## src/rtl/rpn_op_sequencer.sv

```systemverilog
// rpn_op_sequencer
//   Control sequencer for the RPN stack calculator. A key_push pulse pushes
//   SW onto the stack. A key_op pulse runs the full operation: it pops B and
//   then A into the ALU operand registers, starts the ALU, waits for
//   ula_pronto with a timeout, and pushes the result. The block keeps its own
//   count of stack occupancy and raises sticky overflow, underflow and
//   timeout flags.
//
// Ports
//   Clk, Reset          clock; synchronous active-high reset
//   key_push, key_op    one-cycle key pulses (key_op wins if both are high)
//   SW[7:0]             switches; SW[2:0] is the opcode latched on key_op
//   clr_err             one-cycle pulse that clears the error flags
//   ula_pronto          ALU done (level)
//   pilha_empilha       stack push enable
//   pilha_desempilha    stack pop enable
//   pilha_sel_res       stack data mux (0 = SW, 1 = ALU result)
//   opA_load, opB_load  operand register capture strobes
//   ula_inicia          ALU start pulse
//   ula_op_code         ALU operation, driven in START and WAIT only
//   ocupado             high whenever the sequencer is not in IDLE
//   nivel               current stack occupancy
//   err_overflow, err_underflow, err_timeout   sticky error flags
module rpn_op_sequencer #(
  parameter int unsigned DEPTH   = 8,
  parameter int unsigned CNT_W   = 4,
  parameter int unsigned TIMEOUT = 255,
  parameter int unsigned TMR_W   = 8
) (
  input  logic             Clk,
  input  logic             Reset,
  input  logic             key_push,
  input  logic             key_op,
  input  logic [7:0]       SW,
  input  logic             clr_err,
  input  logic             ula_pronto,
  output logic             pilha_empilha,
  output logic             pilha_desempilha,
  output logic             pilha_sel_res,
  output logic             opA_load,
  output logic             opB_load,
  output logic             ula_inicia,
  output logic [2:0]       ula_op_code,
  output logic             ocupado,
  output logic [CNT_W-1:0] nivel,
  output logic             err_overflow,
  output logic             err_underflow,
  output logic             err_timeout
);

  typedef enum logic [2:0] {
    S_IDLE     = 3'b000,
    S_PUSH_SW  = 3'b001,
    S_POP_B    = 3'b010,
    S_POP_A    = 3'b011,
    S_START    = 3'b100,
    S_WAIT     = 3'b101,
    S_PUSH_RES = 3'b110,
    S_UNUSED   = 3'b111
  } state_t;

  state_t             state_q, state_d;
  logic [CNT_W-1:0]   nivel_q, nivel_d;
  logic [TMR_W-1:0]   timer_q, timer_d;
  logic [2:0]         op_q, op_d;
  logic               err_ovf_q, err_ovf_d;
  logic               err_unf_q, err_unf_d;
  logic               err_tmo_q, err_tmo_d;
  logic               set_ovf, set_unf, set_tmo;

  // SW[7:3] only feeds the stack data mux outside this block.
  logic unused_sw_hi;
  assign unused_sw_hi = ^SW[7:3];

  // Next state, occupancy, timer and error-set conditions
  always_comb begin
    state_d = state_q;
    nivel_d = nivel_q;
    timer_d = timer_q;
    op_d    = op_q;
    set_ovf = 1'b0;
    set_unf = 1'b0;
    set_tmo = 1'b0;
    case (state_q)
      S_IDLE: begin
        if (key_op) begin
          if (nivel_q < CNT_W'(2)) begin
            set_unf = 1'b1;
          end else begin
            op_d    = SW[2:0];
            state_d = S_POP_B;
          end
        end else if (key_push) begin
          if (nivel_q == CNT_W'(DEPTH)) begin
            set_ovf = 1'b1;
          end else begin
            state_d = S_PUSH_SW;
          end
        end
      end
      S_PUSH_SW: begin
        nivel_d = nivel_q + CNT_W'(1);
        state_d = S_IDLE;
      end
      S_POP_B: begin
        nivel_d = nivel_q - CNT_W'(1);
        state_d = S_POP_A;
      end
      S_POP_A: begin
        nivel_d = nivel_q - CNT_W'(1);
        timer_d = '0;
        state_d = S_START;
      end
      S_START: begin
        state_d = S_WAIT;
      end
      S_WAIT: begin
        timer_d = timer_q + TMR_W'(1);
        // pronto is checked before the timeout so a late done still succeeds
        if (ula_pronto) begin
          state_d = S_PUSH_RES;
        end else if (timer_q == TMR_W'(TIMEOUT - 1)) begin
          set_tmo = 1'b1;
          state_d = S_IDLE;
        end
      end
      S_PUSH_RES: begin
        nivel_d = nivel_q + CNT_W'(1);
        state_d = S_IDLE;
      end
      default: begin
        state_d = S_IDLE;
      end
    endcase

    // a set condition wins over a coincident clear
    err_ovf_d = set_ovf | (err_ovf_q & ~clr_err);
    err_unf_d = set_unf | (err_unf_q & ~clr_err);
    err_tmo_d = set_tmo | (err_tmo_q & ~clr_err);
  end

  always_ff @(posedge Clk) begin
    if (Reset) begin
      state_q   <= S_IDLE;
      nivel_q   <= '0;
      timer_q   <= '0;
      op_q      <= '0;
      err_ovf_q <= 1'b0;
      err_unf_q <= 1'b0;
      err_tmo_q <= 1'b0;
    end else begin
      state_q   <= state_d;
      nivel_q   <= nivel_d;
      timer_q   <= timer_d;
      op_q      <= op_d;
      err_ovf_q <= err_ovf_d;
      err_unf_q <= err_unf_d;
      err_tmo_q <= err_tmo_d;
    end
  end

  // Moore output decode
  always_comb begin
    pilha_empilha    = 1'b0;
    pilha_desempilha = 1'b0;
    pilha_sel_res    = 1'b0;
    opA_load         = 1'b0;
    opB_load         = 1'b0;
    ula_inicia       = 1'b0;
    ula_op_code      = '0;
    ocupado          = (state_q != S_IDLE);
    case (state_q)
      S_PUSH_SW: begin
        pilha_empilha = 1'b1;
      end
      S_POP_B: begin
        pilha_desempilha = 1'b1;
        opB_load         = 1'b1;
      end
      S_POP_A: begin
        pilha_desempilha = 1'b1;
        opA_load         = 1'b1;
      end
      S_START: begin
        ula_inicia  = 1'b1;
        ula_op_code = op_q;
      end
      S_WAIT: begin
        ula_op_code = op_q;
      end
      S_PUSH_RES: begin
        pilha_empilha = 1'b1;
        pilha_sel_res = 1'b1;
      end
      default: ;
    endcase
  end

  assign nivel         = nivel_q;
  assign err_overflow  = err_ovf_q;
  assign err_underflow = err_unf_q;
  assign err_timeout   = err_tmo_q;

endmodule

```

## config.mk

```make
export PLATFORM = sky130hd
export DESIGN_NAME = rpn_op_sequencer
export DESIGN_NICKNAME = d
export VERILOG_FILES = /design/src/rtl/rpn_op_sequencer.sv
export SDC_FILE = /design/constraint.sdc
export NUM_CORES = 1
export LEC_CHECK = 0
export CAP_MARGIN = 20
export CORE_ASPECT_RATIO = 0.9
export CORE_MARGIN = 1.5
export CORE_UTILIZATION = 30
export CTS_CLUSTER_SIZE = 14
export DETAILED_ROUTE_END_ITERATION = 10
export GPL_ROUTABILITY_DRIVEN = 0
export GPL_TIMING_DRIVEN = 0
export PLACE_DENSITY_LB_ADDON = 0.15
export SLEW_MARGIN = 20
export SYNTH_ARGS = -nofsm -noshare
export SYNTH_HDL_FRONTEND = slang
export SYNTH_SLANG_ARGS = --single-unit
```

## constraint.sdc

```tcl
create_clock -name Clk -period 2.8 [get_ports Clk]
set_input_delay 0.84 -clock Clk [delete_from_list [all_inputs] [get_ports Clk]]
set_output_delay 0.84 -clock Clk [all_outputs]
set_load 0.005 [all_outputs]
```

Word-level counts from Yosys, hierarchy flattened
Cells that the tools add are included.
- output and inout bits: 17
- register bits after elaboration: 21
- bitwise operators: 8
- $lt $le $gt $ge: 1
- add/sub/neg operators: 3
- multiplexer cells: 26
- reductions and logical operators: 9
- equal/unequal tests: 12
- operators with widths (kind ; count):
    $mux W3 ; 7
    $mux W1 ; 16
    $pmux W8 S2 ; 1
    $pmux W3 S5 ; 1
    $ne A3 B3 Y1 const B ; 4
    $eq A3 B3 Y1 const B ; 3
    $add A8 B1 Y8 const B ; 1
    $eq A8 B8 Y1 const B ; 1
    $pmux W4 S2 ; 1
    $eq A3 B2 Y1 const B ; 2
    $reduce_or A2 Y1 ; 3
    $add A4 B1 Y4 const B ; 1
    $eq A4 B4 Y1 const B ; 1
    $lt A4 B2 Y1 const B ; 1
    $reduce_and A4 Y1 ; 1
    $reduce_bool A2 Y1 ; 2
    $sub A4 B1 Y4 const B ; 1
    $and A1 B1 Y1 ; 3
    $eq A3 B1 Y1 const B ; 1
    $logic_not A3 Y1 ; 1
    $or A1 B1 Y1 ; 3
    $reduce_and A3 Y1 ; 1
    $reduce_bool A3 Y1 ; 1
    $not A1 Y1 ; 2

Longest topological paths before layout
- depth in word-level cells: 6
- gate-level depth with buffers: 9
- mapped depth without buffers: 8

Worst setup path before layout
No wires, ideal clock.
- path kind: register -> register
- start: register state_q[1]
- end: register nivel_q[2] (netlist: nivel[2])
- library setup time: 0.121 ns
- arrival: 1.908 ns
- clock period less this slack: 2.029 ns
- setup slack: 0.771 ns
- cell stages (with the launch flop): 10
- path buffers: 1
- cell sequence: dfxtp_1 > buf_6 > or3b_1 > nand2_1 > xnor2_1 > ha_1 > nor3b_1 > a31oi_1 > a2bb2oi_1 > mux2_2
- longest elaborated chain between the ends: 3
- elaborated cells on any way between the ends: 8
- RTL lines (element ; RTL line ; text):
    start, declared ; 62 ; state_t state_q, state_d;
    start signal, assigned ; 152 ; state_q <= state_d;
    $eq A3 B3 Y1, or another cell as far along ; 84 ; case (state_q)
    $reduce_or A2 Y1 (no source line) ; n/a ;
    $pmux W4 S2 / $reduce_bool A2 Y1 (equally long branches) ; n/a ;
    end signal, assigned ; 153 ; nivel_q <= nivel_d;
    end, declared ; 63 ; logic [CNT_W-1:0] nivel_q, nivel_d;
Parallel ways exist; a longest one is shown, timed or not.
A chain may end at the register's enable or synchronous reset.

Final worst setup path
- start: register state_q[1]
- end: output ula_op_code[0]
- longest elaborated chain between the ends: 3
- elaborated cells on any way between the ends: 4
- RTL lines (element ; RTL line ; text):
    $eq A3 B3 Y1 ; 172 ; case (state_q)
    $reduce_or A2 Y1 (no source line) * ; n/a ;
    $mux W3 * ; 172 ;
    end, declared ; 43 ; output logic [2:0] ula_op_code,
Every way passes the cells marked *; elsewhere a longest branch is shown, timed or not.

==> impl_metrics.json <==
{
  "outcome": "completed",
  "clk-insertion-delay-late_ps": 270,
  "cts_made_buffers": 3,
  "synth_fp_nets": 156,
  "fmax_mhz": 381,
  "start_kind": "register",
  "slowest_delay_ps": 500,
  "async_flop_share_pct": 0,
  "crit_slowest_cell": "clkdlybuf4s50_1",
  "post-dp-hpwl_um": 2060,
  "row_count": 21,
  "coreArea_um2": 3730,
  "power.density_nw_per_um2": 498,
  "hold_viol": 0,
  "setup_viol": 0,
  "synth-edff-count": 0,
  "cts.sinks": 21,
  "avgSynthCellArea_um2": 8.52,
  "fp.dieArea_um2": 4280,
  "drv_cap": 0,
  "initial_core_util_pct": 31.3,
  "synth-seq-area-share_pct": 36.0,
  "wl_per_cell_um": 13.0,
  "first_pass_iters": 4,
  "worst-path-max-fanout": 10,
  "drtIter0Drc": 37,
  "port-buffer-count": 25,
  "grt_max_degree": 12,
  "cpLargestDelayFamily": "buffers and inverters",
  "ys.flop_type": "dfxtp_1",
  "multi_input_area_um2": 678,
  "p_total_w": 0.000757,
  "post_cts_resized": 0,
  "clock_skew_ps": 2.14,
  "diodes": 0,
  "synth_cell_type_count": 43,
  "clockBufferDepth": 2,
  "grt_pass1_wl_um": 4720,
  "period_needed_ps": 2630,
  "die_h_um": 62.2,
  "synth_area_um2": 1170,
  "grt_overflow_total": 0,
  "area_growth_pct": 30.2,
  "tns_ps": 0,
  "synth-seq-cells": 21,
  "vias": 1078,
  "grt_pass1_vias": 1044,
  "layout-drive-gt1-share_pct": 7.23,
  "cts_hold_buf": 0,
  "cts_setup_buffers": 0,
  "path_class": "register to output port",
  "cp_cell_sequence": "buf_6, inv_1, ha_1, and2_1, clkdlybuf4s50_1",
  "endpoint_kind": "output port",
  "timing.final.crit_share_pct": 93.9,
  "die_w_um": 68.8,
  "yosysWarnings": 0,
  "grt_usage_pct": 14.4,
  "remaining_drc_errors": 0,
  "worstPathArrival_ps": 1790,
  "h-tree-depth": 1,
  "ios": 31,
  "leakagePower_nw": 0.617,
  "nFillCells": 383,
  "clockRootBuffer": "clkbuf_8",
  "ant_nets": 0,
  "finalNetCount": 186,
  "routed_wl_um": 2760,
  "tightestPinTransition_ps": 505,
  "slew_headroom_pct": 66.3,
  "clk_pin_slew_ps": 80,
  "seqCellArea_um2": 420,
  "hp-class": "register to register",
  "drv_slew": 0,
  "ir_worst_vdd_uv": 174,
  "cp.required_ps": 1960,
  "cts_tree": "done",
  "worstPathBufferInverterCount": 3,
  "viasPerCell": 5.08,
  "rsz0062_at_grt": "false",
  "syn-instance-count": 137,
  "antenna_found_initial": 0
}
==> worst reg2reg max path, stage by stage (launching register included) <==
cell and delay [ps]:
dfxtp_1 340, buf_6 150, or3b_1 380, nand2_1 110, xnor2_1 120, ha_1 200
nor3b_1 60, a31oi_1 150, a2bb2oi_1 230, mux2_2 350
==> kinds of logic after synthesis <==
logic type / after synthesis / share of synthesized area [%]
and+or+nand+nor: 59 / 27.7
AOI/OAI and AO/OA: 25 / 14.7
DFF: 21 / 36.0
buffers and inverters: 15 / 5.90
muxes: 10 / 8.90
adders and majority gates: 5 / 5.36
xor gates and xnor gates: 2 / 1.50
==> per-layer routing <==
layer	routed length, um	up-vias	global-route usage, %
met4	35	0	5.64
li1	-	542	-
met1	1380	503	21.2
met2	1200	30	20.3
met5	0	-	0
met3	147	3	2.90
==> stage by stage <==
step / cells / hold WS, ps / area (um^2) / setup slack (ps) / utilization, %
3_3_place_gp: 208 / 457 / 1480 / 340 / 39.5
5_1_grt: 212 / 488 / 1520 / 81.3 / 40.7
6_report: 212 / 472 / 1520 / 172 / 40.7
4_1_cts: 212 / 473 / 1520 / 154 / 40.7
3_5_place_dp: 208 / 452 / 1480 / 274 / 39.5
2_1_floorplan: 137 / 442 / 1170 / 771 / -
==> layout by cell type, fill, tap and decap left out, types with 3 or more instances in the layout <==
master	instances
and2_1	5
dfxtp_1	21
clkbuf_1	3
nand3_1	4
a2bb2oi_1	3
clkdlybuf4s50_1	25
a31oi_1	3
mux2i_1	7
clkbuf_8	3
nand2_1	6
inv_1	10
ha_1	5
nor2_1	19
o31ai_1	3
nand4_1	5
a21oi_1	7
nor2b_1	3
==> report_power, final <==
group / switching, W / internal (W)
Clock: 0.000106 / 0.000102
Combinational: 0.0000893 / 0.000115
Sequential: 0.0000235 / 0.000321
==> synthesized netlist by cell type, types with 2 or more instances <==
master	n	area, um^2
nand3b_1	2	15.0
o21ai_0	2	10.0
nand4b_1	2	17.5
nand4_1	5	31.3
inv_1	10	37.5
and2_1	5	31.3
a21oi_1	7	35.0
nor2_1	19	71.3
o31ai_1	3	22.5
or3_1	2	12.5
nor2b_1	3	18.8
nand3_1	4	20.0
clkbuf_1	2	7.51
xnor2_1	2	17.5
dfxtp_1	21	420
mux2i_1	7	70.1
mux2_2	2	22.5
a2bb2oi_1	3	26.3
ha_1	5	62.6
nand2_1	6	22.5
a31oi_1	3	18.8
==> registers in the layout (all words and copies together) (netlist names) <==
| register | cells |
|---|---|
| err_underflow | 1 |
| err_timeout | 1 |
| op_q | 3 |
| nivel | 4 |
| state_q | 3 |
| err_overflow | 1 |
| timer_q | 8 |
==> layout make-up <==
type / count / area share (%)
Clock buffer: 4 / 2.96
Inverter: 10 / 2.47
Buffer: 5 / 2.06
Timing Repair Buffer: 25 / 16.5
Multi-Input combinational cell: 101 / 44.6
Sequential cell: 21 / 27.7
Tap cell: 46 / 3.79
==> final timing paths <==
check	startpoint	endpoint	slack (ps)	depth (start not counted)
worst min-delay path	err_overflow	err_overflow	470	2
worst max-delay path	state_q[1]	ula_op_code[0]	170	5
worst max register to register	state_q[1]	nivel[2]	600	9
worst min register to register	err_overflow	err_overflow	470	2
(Power assumes the default switching activity.)
